--- src/rtl/pixel_capture.sv ---
// pixel_capture: samples a DE/HS/VS video stream on the pixel clock, tracks
// the pixel/line position inside each frame and queues {address, colour}
// writes to a frame buffer through a 4-entry FIFO with valid/ready handshake.
// Build option: define PIXEL2X2_EN to keep only every second pixel of every
// second line and pack the colour to 12 bits (4 MSBs per channel).
module pixel_capture #(
  parameter int H_ACTIVE = 640,
  parameter int V_ACTIVE = 480,
  parameter int ADDR_W   = 19,
`ifdef PIXEL2X2_EN
  localparam int DATA_W  = 12
`else
  localparam int DATA_W  = 24
`endif
) (
  input  logic              rfr_clk,
  input  logic              reset,
  input  logic              vid_de,
  input  logic              vid_hs,
  input  logic              vid_vs,
  input  logic [7:0]        vid_red,
  input  logic [7:0]        vid_green,
  input  logic [7:0]        vid_blue,
  output logic              wr_valid,
  input  logic              wr_ready,
  output logic [ADDR_W-1:0] wr_addr,
  output logic [DATA_W-1:0] wr_data,
  output logic              frame_start,
  output logic              locked,
  output logic              overflow
);

  // Counters saturate one above the active size so over-long lines/frames
  // never wrap back into range.
  localparam int PCW = $clog2(H_ACTIVE + 2);
  localparam int LCW = $clog2(V_ACTIVE + 2);
  localparam int FW  = ADDR_W + DATA_W;

  typedef enum logic [1:0] {SEEK, WAIT_DE, ACTIVE, FLUSH} state_t;

  // S1 input registers
  logic       de_q, hs_q, vs_q, vs_prev_q;
  logic [7:0] red_q, green_q, blue_q;
  logic       vs_fall;

  // frame tracking
  state_t           state_q;
  logic [PCW-1:0]   pixel_cnt_q;
  logic [LCW-1:0]   line_cnt_q;
  logic             line_err_q;
  logic             frame_start_q, locked_q;

  // pixel path
  logic [PCW-1:0]    pix_idx;
  logic              take, in_range, push, frame_ok;
  logic [31:0]       addr_full;
  logic [ADDR_W-1:0] push_addr;
  logic [DATA_W-1:0] push_data;

  // FIFO
  logic [FW-1:0] fifo_mem_q [4];
  logic [1:0]    wr_ptr_q, rd_ptr_q;
  logic [2:0]    count_q, count_d;
  logic          full, pop, push_ok, overflow_q;
  logic [FW-1:0] head;

  // Register every video input once; vs is kept one more cycle for edge detect
  always_ff @(posedge rfr_clk) begin
    if (reset) begin
      de_q      <= 1'b0;
      hs_q      <= 1'b1;
      vs_q      <= 1'b0;
      vs_prev_q <= 1'b0;
      red_q     <= '0;
      green_q   <= '0;
      blue_q    <= '0;
    end else begin
      de_q      <= vid_de;
      hs_q      <= vid_hs;
      vs_q      <= vid_vs;
      vs_prev_q <= vs_q;
      red_q     <= vid_red;
      green_q   <= vid_green;
      blue_q    <= vid_blue;
    end
  end

  // Both registers reset low, so a real falling edge needs vs seen high first.
  assign vs_fall = vs_prev_q & ~vs_q;

  // Position of the S1 pixel, write decision, address and packed colour
  always_comb begin
    pix_idx  = (state_q == WAIT_DE) ? '0 : pixel_cnt_q;
    take     = de_q && !vs_fall && ((state_q == WAIT_DE) || (state_q == ACTIVE));
    in_range = (pix_idx < PCW'(H_ACTIVE)) && (line_cnt_q < LCW'(V_ACTIVE));
`ifdef PIXEL2X2_EN
    push      = take && in_range && !pix_idx[0] && !line_cnt_q[0];
    addr_full = 32'(line_cnt_q >> 1) * 32'(H_ACTIVE / 2) + 32'(pix_idx >> 1);
    push_data = {red_q[7:4], green_q[7:4], blue_q[7:4]};
`else
    push      = take && in_range;
    addr_full = 32'(line_cnt_q) * 32'(H_ACTIVE) + 32'(pix_idx);
    push_data = {red_q, green_q, blue_q};
`endif
    push_addr = addr_full[ADDR_W-1:0];
  end

  // Frame verdict at a vs edge; a line still in FLUSH is counted as finished.
  always_comb begin
    if (state_q == FLUSH)
      frame_ok = (line_cnt_q + 1'b1 == LCW'(V_ACTIVE)) && !line_err_q &&
                 (pixel_cnt_q == PCW'(H_ACTIVE));
    else
      frame_ok = (line_cnt_q == LCW'(V_ACTIVE)) && !line_err_q;
  end

  // Frame/line tracking FSM with registered frame_start and locked
  always_ff @(posedge rfr_clk) begin
    if (reset) begin
      state_q       <= SEEK;
      pixel_cnt_q   <= '0;
      line_cnt_q    <= '0;
      line_err_q    <= 1'b0;
      frame_start_q <= 1'b0;
      locked_q      <= 1'b0;
    end else begin
      frame_start_q <= 1'b0;
      if (vs_fall) begin
        state_q       <= WAIT_DE;
        pixel_cnt_q   <= '0;
        line_cnt_q    <= '0;
        line_err_q    <= 1'b0;
        frame_start_q <= 1'b1;
        locked_q      <= (state_q != SEEK) && frame_ok;
      end else begin
        case (state_q)
          WAIT_DE: begin
            if (de_q) begin
              state_q     <= ACTIVE;
              pixel_cnt_q <= PCW'(1);
            end
          end
          ACTIVE: begin
            if (!de_q)
              state_q <= FLUSH;
            else if (pixel_cnt_q != PCW'(H_ACTIVE + 1))
              pixel_cnt_q <= pixel_cnt_q + 1'b1;
          end
          FLUSH: begin
            if (pixel_cnt_q != PCW'(H_ACTIVE))
              line_err_q <= 1'b1;
            if (line_cnt_q != LCW'(V_ACTIVE + 1))
              line_cnt_q <= line_cnt_q + 1'b1;
            pixel_cnt_q <= '0;
            state_q     <= WAIT_DE;
          end
          default: ;
        endcase
      end
    end
  end

  // A full FIFO still accepts a push when the head leaves in the same cycle.
  assign full    = (count_q == 3'd4);
  assign pop     = wr_valid & wr_ready;
  assign push_ok = push & (!full | pop);

  // Occupancy follows accepted pushes and pops
  always_comb begin
    count_d = count_q;
    case ({push_ok, pop})
      2'b10:   count_d = count_q + 3'd1;
      2'b01:   count_d = count_q - 3'd1;
      default: count_d = count_q;
    endcase
  end

  // FIFO pointers, occupancy and sticky overflow
  always_ff @(posedge rfr_clk) begin
    if (reset) begin
      wr_ptr_q   <= '0;
      rd_ptr_q   <= '0;
      count_q    <= '0;
      overflow_q <= 1'b0;
    end else begin
      if (push_ok) wr_ptr_q <= wr_ptr_q + 2'd1;
      if (pop)     rd_ptr_q <= rd_ptr_q + 2'd1;
      count_q <= count_d;
      if (push && full && !pop) overflow_q <= 1'b1;
    end
  end

  // FIFO storage; contents only matter where the occupancy count says so
  always_ff @(posedge rfr_clk) begin
    if (push_ok) fifo_mem_q[wr_ptr_q] <= {push_addr, push_data};
  end

  // Head entry is held until accepted; outputs read zero while empty.
  assign head        = fifo_mem_q[rd_ptr_q];
  assign wr_valid    = (count_q != 3'd0);
  assign wr_addr     = wr_valid ? head[FW-1:DATA_W] : '0;
  assign wr_data     = wr_valid ? head[DATA_W-1:0] : '0;
  assign frame_start = frame_start_q;
  assign locked      = locked_q;
  assign overflow    = overflow_q;

  // hs carries no position information here; colour LSBs and the high
  // address product bits are intentionally dropped.
  logic unused_bits;
  assign unused_bits = &{1'b0, hs_q, addr_full, red_q[3:0], green_q[3:0], blue_q[3:0]};

endmodule

--- config.mk ---
export PLATFORM = sky130hd
export DESIGN_NAME = pixel_capture
export DESIGN_NICKNAME = d
export VERILOG_FILES = /design/src/rtl/pixel_capture.sv
export SDC_FILE = /design/constraint.sdc
export NUM_CORES = 1
export LEC_CHECK = 0
export ABC_AREA = 1
export CORE_MARGIN = 5
export CORE_UTILIZATION = 59
export CTS_CLUSTER_DIAMETER = 120
export CTS_CLUSTER_SIZE = 28
export DETAILED_ROUTE_END_ITERATION = 10
export PLACE_DENSITY = 0.8
export SLEW_MARGIN = 20
export SYNTH_ARGS = -nofsm -noshare
export SYNTH_HDL_FRONTEND = slang
export SYNTH_SLANG_ARGS = --single-unit
export TNS_END_PERCENT = 10
--- constraint.sdc ---
create_clock -name rfr_clk -period 3.95 [get_ports rfr_clk]
set_input_delay 0.79 -clock rfr_clk [delete_from_list [all_inputs] [get_ports rfr_clk]]
set_output_delay 0.79 -clock rfr_clk [all_outputs]
set_load 0.005 [all_outputs]
After elaboration in Yosys (flattened, before gate mapping)
Memories as Yosys holds them, arrays and structs flattened. A register that Yosys moved wholly into a read port is not among the register bits.
Cells that the tools add are included.
- register bits after elaboration: 59
- RAM bits: 172
- memories kept: 1
- word-level logic and storage cells: 95
- memory bits (read-only): 0
- output and inout bits: 47
- bits in latches: 0
- reduce and logical (&&, ||, !) cells: 26
- div/mod/pow operators: 0
- add/sub/neg operators: 7
- mux-type cells: 18
- equality and inequality tests: 18
- $lt $le $gt $ge: 2
- shifts and indexed selects: 0
- bitwise gates (word level): 5
- multipliers: 1
- memory list (memory ; depth ; bits a word ; read ports ; clocked after Yosys merged registers in ; wr ports ; line ; RTL):
    fifo_mem_q ; 4 ; 43 ; 1 ; 1 ; 1 ; 61 ; logic [FW-1:0] fifo_mem_q [4];
- operators with widths (cell ; count):
    10-bit 2-to-1 mux ; 4
    10-bit case mux with 3 select lines ; 1
    24-bit 2-to-1 mux ; 1
    10-bit inequality test, second input constant ; 2
    19-bit by 10-bit adder with 19-bit output ; 1
    19-bit 2-to-1 mux ; 1
    9-bit == test, second input constant ; 2
    9-bit by 3-bit multiplier with 12-bit output, second input constant ; 1
    10-bit by 1-bit adder with 10-bit output, second input constant ; 1
    10-bit == test, second input constant ; 1
    1-bit logical AND ; 10
    10-bit less-than comparator, second input constant ; 1
    9-bit by 1-bit adder with 9-bit output, second input constant ; 1
    9-bit less-than comparator, second input constant ; 1
    9-bit inequality test, second input constant ; 1
    2-bit 2-to-1 mux ; 4
    2-bit == test, second input constant ; 3
    2-bit inequality test, second input constant ; 3
    3-bit inequality test, second input constant ; 2
    2-bit case mux with 3 select lines ; 1
    3-bit case mux with 2 select lines ; 1
    3-bit AND reduction ; 2
    3-bit nonzero test ; 2
    1-bit 2-to-1 mux ; 5
    16 further kinds ; 25

Logic depth before layout (Yosys ltp)
Gate-level depths: netlist (run 1).
- word-level depth: 9
- gate-level depth with buffers: 15
- depth with buffers taken out: 14

Worst setup path before layout (run 1)
OpenSTA, ideal clock, no wires.
- path kind: register -> register
- start: register state_q[0]
- end: memory fifo_mem_q[0][0] (netlist name) (enable)
- arrival: 3.009 ns
- path buffers: 0
- setup time: 0.444 ns
- clock period less this slack: 3.453 ns
- path slack: 0.497 ns
- cell stages (with the launch flop): 7
- path through: dfxtp_1 -> inv_1 -> ha_1 -> nand3_1 -> nor2_2 -> nand2_1 -> nor2_1
- longest elaborated chain between the ends: 8
- elaborated cells between the ends (all ways): 11
- classes of those cells: order compare (1); eq/ne (2); mux (3); bitwise (1); reduce/logical (4)
- ends and longest elaborated chain (element ; line ; RTL):
    from (decl) ; 47 ; state_t state_q;
    from (signal assigned) ; 120 ; state_q <= SEEK;
    from (signal assigned) ; 129 ; state_q <= WAIT_DE;
    from (signal assigned) ; 139 ; state_q <= ACTIVE;
    2-bit by 1-bit == test with 1-bit output ; 93, 94 ;
    10-bit 2-to-1 mux ; 93 ; pix_idx = (state_q == WAIT_DE) ? '0 : pixel_cnt_q;
    10-bit less-than comparator ; 95 ; in_range = (pix_idx < PCW'(H_ACTIVE)) && (line_cnt_q < LCW'(V_ACTIVE));
    1-bit logical AND ; 95 ;
    1-bit logical AND (*) ; 101 ; push = take && in_range;
    1-bit AND (*) ; 166 ; assign push_ok = push & (!full | pop);
    1-bit 2-to-1 mux (*) ; 195 ; if (push_ok) fifo_mem_q[wr_ptr_q] <= {push_addr, push_data};
    1-bit 2-to-1 mux (implied by the code) (*) ; 195 ;
    to (decl) ; 61 ;
Every way passes the cells marked *; elsewhere a longest branch is shown, timed or not.

==> key figures, run 1 <==
Clock tree
  – Clk sinks: approximately 230
  – Cts bufs inserted: 12
  – CTS root buf: clkbuf_16
  – CTS Hold Bufs: 0
  – H-tree Lvls: 1
  – Clock Tree Buf Depth: 3
  – # Post-CTS Setup Buffers: 0
  – Reg clk slew, reported paths: around 0.1 ns
  – Clk_lat worst skew: approximately 0.48 ns
  – CTS tree: yes
  – Post_cts resized: 0

Logic synthesis
  – Sequential element share of the synthesized area: 0.6207
  – Ys flop type: edfxtp_1
  – Synth Net Count: 1078
  – Number of flops mapped to enable cells by yosys: about 170
  – Post-synthesis cell type count: between 40 and 50
  – Post-synthesis cell area: ~10000 µm²
  – FFs w/ async S/R, synth: 0
  – Synthesis-stage register bit count: around 230
  – Top cells by count, synth: nor2_1 (234), edfxtp_1 (172), nand2_1 (99), o21ai_0 (99), inv_1 (81)
  – Instance count of the mapped netlist: 1011
  – Synthesized area per cell: roughly 10 µm²
  – Dominant cells by area after synthesis: edfxtp_1 (50%), dfxtp_1 (12%), nor2_1 (8.5%)
  – Most common cell in the netlist: nor2_1
  – Top-area cell type share of the netlist area: 0.5020
  – Number of synthesis warnings: 0
  – Biggest area consumer among synthesized cells: edfxtp_1

Setup path
  – CP Data Required Time: ~3.2 ns
  – CP endpoint kind: output port
  – Slowest-stage cell, CP: dfxtp_2
  – Kind of start point of the critical path: register
  – Crit path top cell by count: nor2_1
  – Crit-path cells: buf_4 > nor2_1 > nor2_1 > o21ai_0 > a21oi_1 > clkdlybuf4s50_1
  – Worst EP arrival: approximately 2.9 ns
  – Reg2Reg Depth: 15
  – Critical Path Fanout Max: 34
  – CP peak stage delay: between 0.7 and 0.8 ns
  – WS Path Type: register to output port

Floorplan
  – Die width: between 100 and 150 µm
  – Full die area: 20180 µm²
  – Die Y: 142.1 µm
  – Initial Util: 0.5990
  – Ports: slightly below 80
  – Core region area: approximately 17000 µm²
  – FP Rows: 48

STA
  – F_max: between 200 and 300 MHz
  – RSZ-0062 raised after global routing: no
  – # setup viols final: 0
  – Final-report hold violation count: 0
  – Min Tclk post-route: between 3 and 4 ns
  – Final Slew Violations: 0
  – Setup WS post-layout: roughly 0.29 ns
  – Clock skew: about 0.021 ns
  – Final setup TNS: 0 ns
  – Slew @ Worst Pin: approximately 0.67 ns
  – Period utilisation layout: 0.9276
  – Slew HR: 0.5528

Global route
  – Initial antenna violation count: 0
  – First-pass GRT wire length: about 33000 µm
  – Largest net degree at the start of global routing: 57
  – Grt met2 use: 0.3607
  – Global-route layer with the greatest usage: met2
  – Grt total ovfl: 0
  – Met1 Use GR: 0.2744
  – M3 GR Usage: 0.02151
  – Global Route Usage Sum: 0.2038
  – Vias in the first global route: 6788

Power and ir drop
  – Peak VDD IR: 0.0003238 V
  – Total Power: roughly 0.0057 W
  – Pwr Density: between 400 and 500 nW/µm²
  – Pleak: ~4.5 nW

Detailed routing
  – Via count: between 7000 and 8000
  – Final ANT Viol Nets: 0
  – Detailed Routing Iterations Pass 1: 5
  – WL final: 20640 µm
  – Drt via density: 5.417
  – Drt drc: 0
  – Routed len/inst: roughly 16 µm
  – Initial DRC Count: about 660

Final layout
  – Fin nets: between 1000 and 1500
  – Ant. Diodes: 0
  – Final Instance Area: 11670 µm²
  – Share of layout cells above drive strength 1: 0.07315
  – Synthesis-to-finish area growth: 13.41%
  – Fillers: approximately 1300

Run
  – Max-cap violations: 0

Min path
  – Hold Path Depth: 2
  – Tightest Hold Check Type: register to register

Placement
  – GPL Wtd Cong: between 0.8 and 0.9
  – Dpl hpwl: 13380 µm
  – Dpl cell area: between 10000 and 15000 µm²
  – Input/output buffers: 75
  – Place WS: 0.8128 ns

Outcome
  – Result of the run: finished clean
registers in the layout (all words and copies together), names as in the netlist, 2 cells and up, named ones only:
register     cells
fifo_mem_q     172
pixel_cnt_q     10
line_cnt_q       9
blue_q           8
green_q          8
red_q            8
count_q          3
rd_ptr_q         2
state_q          2
wr_ptr_q         2
cells by family (layout without fill, tap and decap cells):
| family | count (synthesis) | after routing | synth area share |
|---|---|---|---|
| buffers and inverters | 132 | 201 | 0.05156 |
| AOI/OAI and AO/OA | 188 | 188 | 0.09729 |
| and+or+nand+nor | 412 | 412 | 0.1756 |
| DFF | 233 | 233 | 0.6207 |
| adders and majority gates | 37 | 37 | 0.04719 |
| xor gates and xnor gates | 9 | 9 | 0.007662 |
worst paths after layout:
path,from,end,slack [ns]
worst max-delay path,register,wr_addr[5],0.29
worst min-delay path,vs_q,vs_prev_q,0.44
worst max register to register,state_q[1],fifo_mem_q[0][41],1.12
worst min register to register,vs_q,vs_prev_q,0.44
critical path: cells and delay by family, from the launching register on:
family,cells,cell delay (ns)
simple gates,2,0.19
buf+inv,2,1.03
compound gates,2,0.41
flops,1,0.75
report_power, final:
part / internal (W) / switching (W) / total (W)
clock network: 0.000629 / 0.000741 / 0.00137
logic: 0.000757 / 0.000887 / 0.00164
registers: 0.00266 / 0.0000734 / 0.00274
total: 0.00405 / 0.00170 / 0.00575
placed cells by master, fill, tap and decap left out, types with 13 or more instances in the layout:
cell type	n
nand2_1	99
a21oi_1	69
nand3_1	28
buf_4	13
dfxtp_1	60
edfxtp_1	172
clkbuf_16	13
ha_1	34
o21ai_0	99
clkdlybuf4s50_1	75
inv_1	81
nor2_1	230
area by class of cell:
class	instances	area (µm²)	area share
flip-flops and latches	233	6387	0.5474
clock buffers	19	347.8	0.02981
well taps	225	281.5	0.02413
clock inverters	1	20.02	0.001716
repair buffers	90	888.4	0.07613
multi-input cells	646	3402	0.2916
inverters	91	341.6	0.02927
per-stage QoR:
step,utilization,instances,hold slack [ns]
2_1_floorplan,-,1011,0.4096
3_3_place_gp,0.6579,1285,0.4165
3_5_place_dp,0.6579,1285,0.4275
4_1_cts,0.6793,1305,0.4446
5_1_grt,0.6793,1305,0.4707
6_report,0.6793,1305,0.4410
routing by layer:
metal | up-vias | wire length, µm
li1 | 3518 | -
met1 | 3345 | 8898
met2 | 185 | 10330
met3 | 21 | 1105
met4 | 0 | 301
met5 | - | 0
No activity file was read; power rests on OpenSTA's default activity.
==> run 2: changes to the inputs <==
--- a/config.mk
+++ b/config.mk
@@ -8,7 +8,6 @@
 export ABC_AREA = 1
 export CORE_MARGIN = 5
 export CORE_UTILIZATION = 59
-export CTS_CLUSTER_DIAMETER = 120
 export CTS_CLUSTER_SIZE = 28
 export DETAILED_ROUTE_END_ITERATION = 10
 export PLACE_DENSITY = 0.8
==> run 2 against run 1 <==
Sequential cell count is the same. Worst setup slack lost 0.041 ns. Final area grew 3.0%. First-iteration DRC count shrank 21%. Register-to-register slack is essentially flat. Total power grew 12%. Critical path type unchanged. Largest cell class unchanged. Largest power group unchanged.
==> key figures, run 2 (synthesis gave the netlist of run 1 again) <==
Setup path
  – Critical Path Stages: 6 (unchanged)
  – Crit path max-delay family: buffers and inverters
  – CP peak stage delay: 0.74 ns (about the same)
  – Slowest-stage cell, CP: dfxtp_2
  – Crit path to: wr_addr[5]
  – Kind of start point of the critical path: register
  – Reg2Reg Depth: 15 (unchanged)
  – Worst Path Buf+Inv: 2 (unchanged)
  – End of the worst register-to-register path: fifo_mem_q[2][41]
  – Crit-path cells: buf_4 > nor2_1 > nor2_1 > o21ai_0 > a21oi_1 > clkdlybuf4s50_1
  – CP endpoint kind: output port
  – CP Data Required Time: 3.16 ns (about the same)
  – Flop2flop setup slack: 1.11 ns (about the same)
  – WS Path Type: register to output port
  – Critical Path Fanout Max: 34 (unchanged)
  – Reg2reg start: state_q[1]
  – Worst EP arrival: 2.92 ns (+0.05 ns)
  – Crit path top cell by count: nor2_1

Floorplan
  – Core region area: 17180 µm² (unchanged)
  – FP Rows: 48 (unchanged)
  – Ports: 77 (unchanged)
  – Full die area: 20180 µm² (unchanged)
  – Initial Util: 0.5990 (unchanged)
  – Die Y: 142.1 µm (unchanged)
  – Die width: 142.1 µm (unchanged)

Final layout
  – Synthesis-to-finish area growth: 16.82%
  – Most common cell after layout, fill and taps aside: nor2_1
  – Ant. Diodes: 0 (unchanged)
  – Leading cell types in the layout, fill and taps excluded: nor2_1 (230), edfxtp_1 (172), nand2_1 (99), o21ai_0 (99), inv_1 (81)
  – Largest register by flop count: fifo_mem_q
  – Cell Count, Final, Fillers Out: 1327 (+1.7%)
  – Max reg flops: 172 (unchanged)
  – Share of layout cells above drive strength 1: 0.08711 (+0.01397)
  – Fin nets: 1152 (+0.96%)
  – Finished Core Util: 0.6997 (+0.02040)
  – Top Registers: fifo_mem_q x172, pixel_cnt_q x10, line_cnt_q x9

Clock tree
  – CTS Hold Bufs: 0 (unchanged)
  – # Post-CTS Setup Buffers: 0 (unchanged)
  – Clock Tree Buf Depth: 3 (unchanged)
  – CTS root buf: clkbuf_16
  – H-tree Lvls: 1 (unchanged)
  – Reg clk slew, reported paths: 0.06 ns (-0.04 ns)
  – Post_cts resized: 0 (unchanged)
  – CTS tree: yes
  – Clk sinks: 233 (unchanged)
  – Cts bufs inserted: 23 (+11)
  – Clk_lat worst skew: 0.51 ns (+0.03 ns)

STA
  – Min Tclk post-route: 3.705 ns (+0.04092 ns)
  – # setup viols final: 0 (unchanged)
  – Period utilisation layout: 0.9380 (+0.01036)
  – RSZ-0062 raised after global routing: no
  – F_max: 269.9 MHz (-1.1%)
  – Clock skew: 0.01781 ns (-0.003010 ns)
  – Final hold slack: 0.4368 ns (-0.004138 ns)
  – Setup WS post-layout: 0.2449 ns (-0.04092 ns)
  – Final-report hold violation count: 0 (unchanged)
  – Final Slew Violations: 0 (unchanged)
  – Slew @ Worst Pin: 0.6825 ns (+0.01174 ns)
  – Slew HR: 0.5450 (-0.007824)
  – Final setup TNS: 0 ns (unchanged)

Detailed routing
  – Via count: 7242 (+2.4%)
  – Routed len/inst: 16.14 µm (+2.1%)
  – Drt via density: 5.457 (+0.75%)
  – Initial DRC Count: 523 (-21%)
  – Final ANT Viol Nets: 0 (unchanged)
  – Detailed Routing Iterations Pass 1: 6 (+1)
  – Drt drc: 0 (unchanged)
  – WL final: 21420 µm (+3.8%)

Global route
  – First-pass GRT wire length: 34580 µm (+3.4%)
  – Initial antenna violation count: 0 (unchanged)
  – Grt total ovfl: 0 (unchanged)
  – Global Route Usage Sum: 0.2114 (+0.007595)
  – Vias in the first global route: 7046 (+3.8%)
  – Largest net degree at the start of global routing: 57 (unchanged)

Placement
  – Input/output buffers: 75 (unchanged)
  – Place WS: 0.8128 ns (unchanged)
  – Dpl cells: 1285 (unchanged)
  – GPL Wtd Cong: 0.8681 (unchanged)
  – Dpl hpwl: 13380 µm (unchanged)

Power and ir drop
  – Pleak: 4.638 nW (+3.8%)
  – Peak VDD IR: 0.0003384 V (+4.5%)
  – Pwr Density: 537.8 nW/µm² (+9.1%)

Run
  – Max-cap violations: 0 (unchanged)

Outcome
  – Result of the run: finished clean

Min path
  – Tightest Hold Check Type: register to register
-- run 2: power breakdown --
part	switching, W	total [W]	leakage, nW	internal (W)
combinational	0.000900	0.00166	2.16	0.000757
sequential	0.0000736	0.00274	2.13	0.00267
clock	0.000869	0.00207	0.346	0.00120
total	0.00184	0.00646	4.64	0.00462
-- run 2: metal layers --
layer  GRT usage  vias up  wire length, µm
li1            -     3550                -
met1      0.2741     3449             8916
met2      0.3764      204            10890
met3     0.02923       39             1224
met4     0.05404        0              384
met5           0        -                0
-- run 2: worst min-delay path by stage --
stage / to / cells after the start / slack [ns] / start
2_1_floorplan: vs_prev_q / 2 / 0.41 / vs_q
3_3_place_gp: vs_prev_q / 2 / 0.42 / vs_q
3_5_place_dp: vs_prev_q / 2 / 0.43 / vs_q
4_1_cts: vs_prev_q / 2 / 0.44 / vs_q
5_1_grt: vs_prev_q / 2 / 0.47 / vs_q
6_report: vs_prev_q / 2 / 0.44 / vs_q
-- run 2: area by class of cell --
type                    instances  area [µm²]
clock buffers                  33       643.1
repair buffers                 90       888.4
clock inverters                 9       75.07
fillers                      1238        5157
multi-input cells             646        3402
well taps                     225       281.5
flip-flops and latches        233        6387
inverters                      91       341.6
-- run 2: stage by stage --
step | instance area (µm²) | total power [W]
final | 12020 | 0.006464
after floorplan | 10290 | 0.003579
after detailed placement | 11300 | 0.004441
after global placement | 11300 | 0.004403
after CTS | 12020 | 0.006504
after global routing | 12020 | 0.006774
-- run 2: worst reg2reg max path, stage by stage (launching register included) --
cell and delay [ns]:
dfxtp_1 0.41, inv_1 0.11, ha_1 0.18, buf_4 0.18, nor2_1 0.13, ha_1 0.18
inv_1 0.06, fa_1 0.40, o21ai_1 0.22, nand2_1 0.09, nor2_2 0.15, nand2_2 0.10
nor2_2 0.12, nand2_1 0.06, nand2_1 0.05, nand2_1 0.11
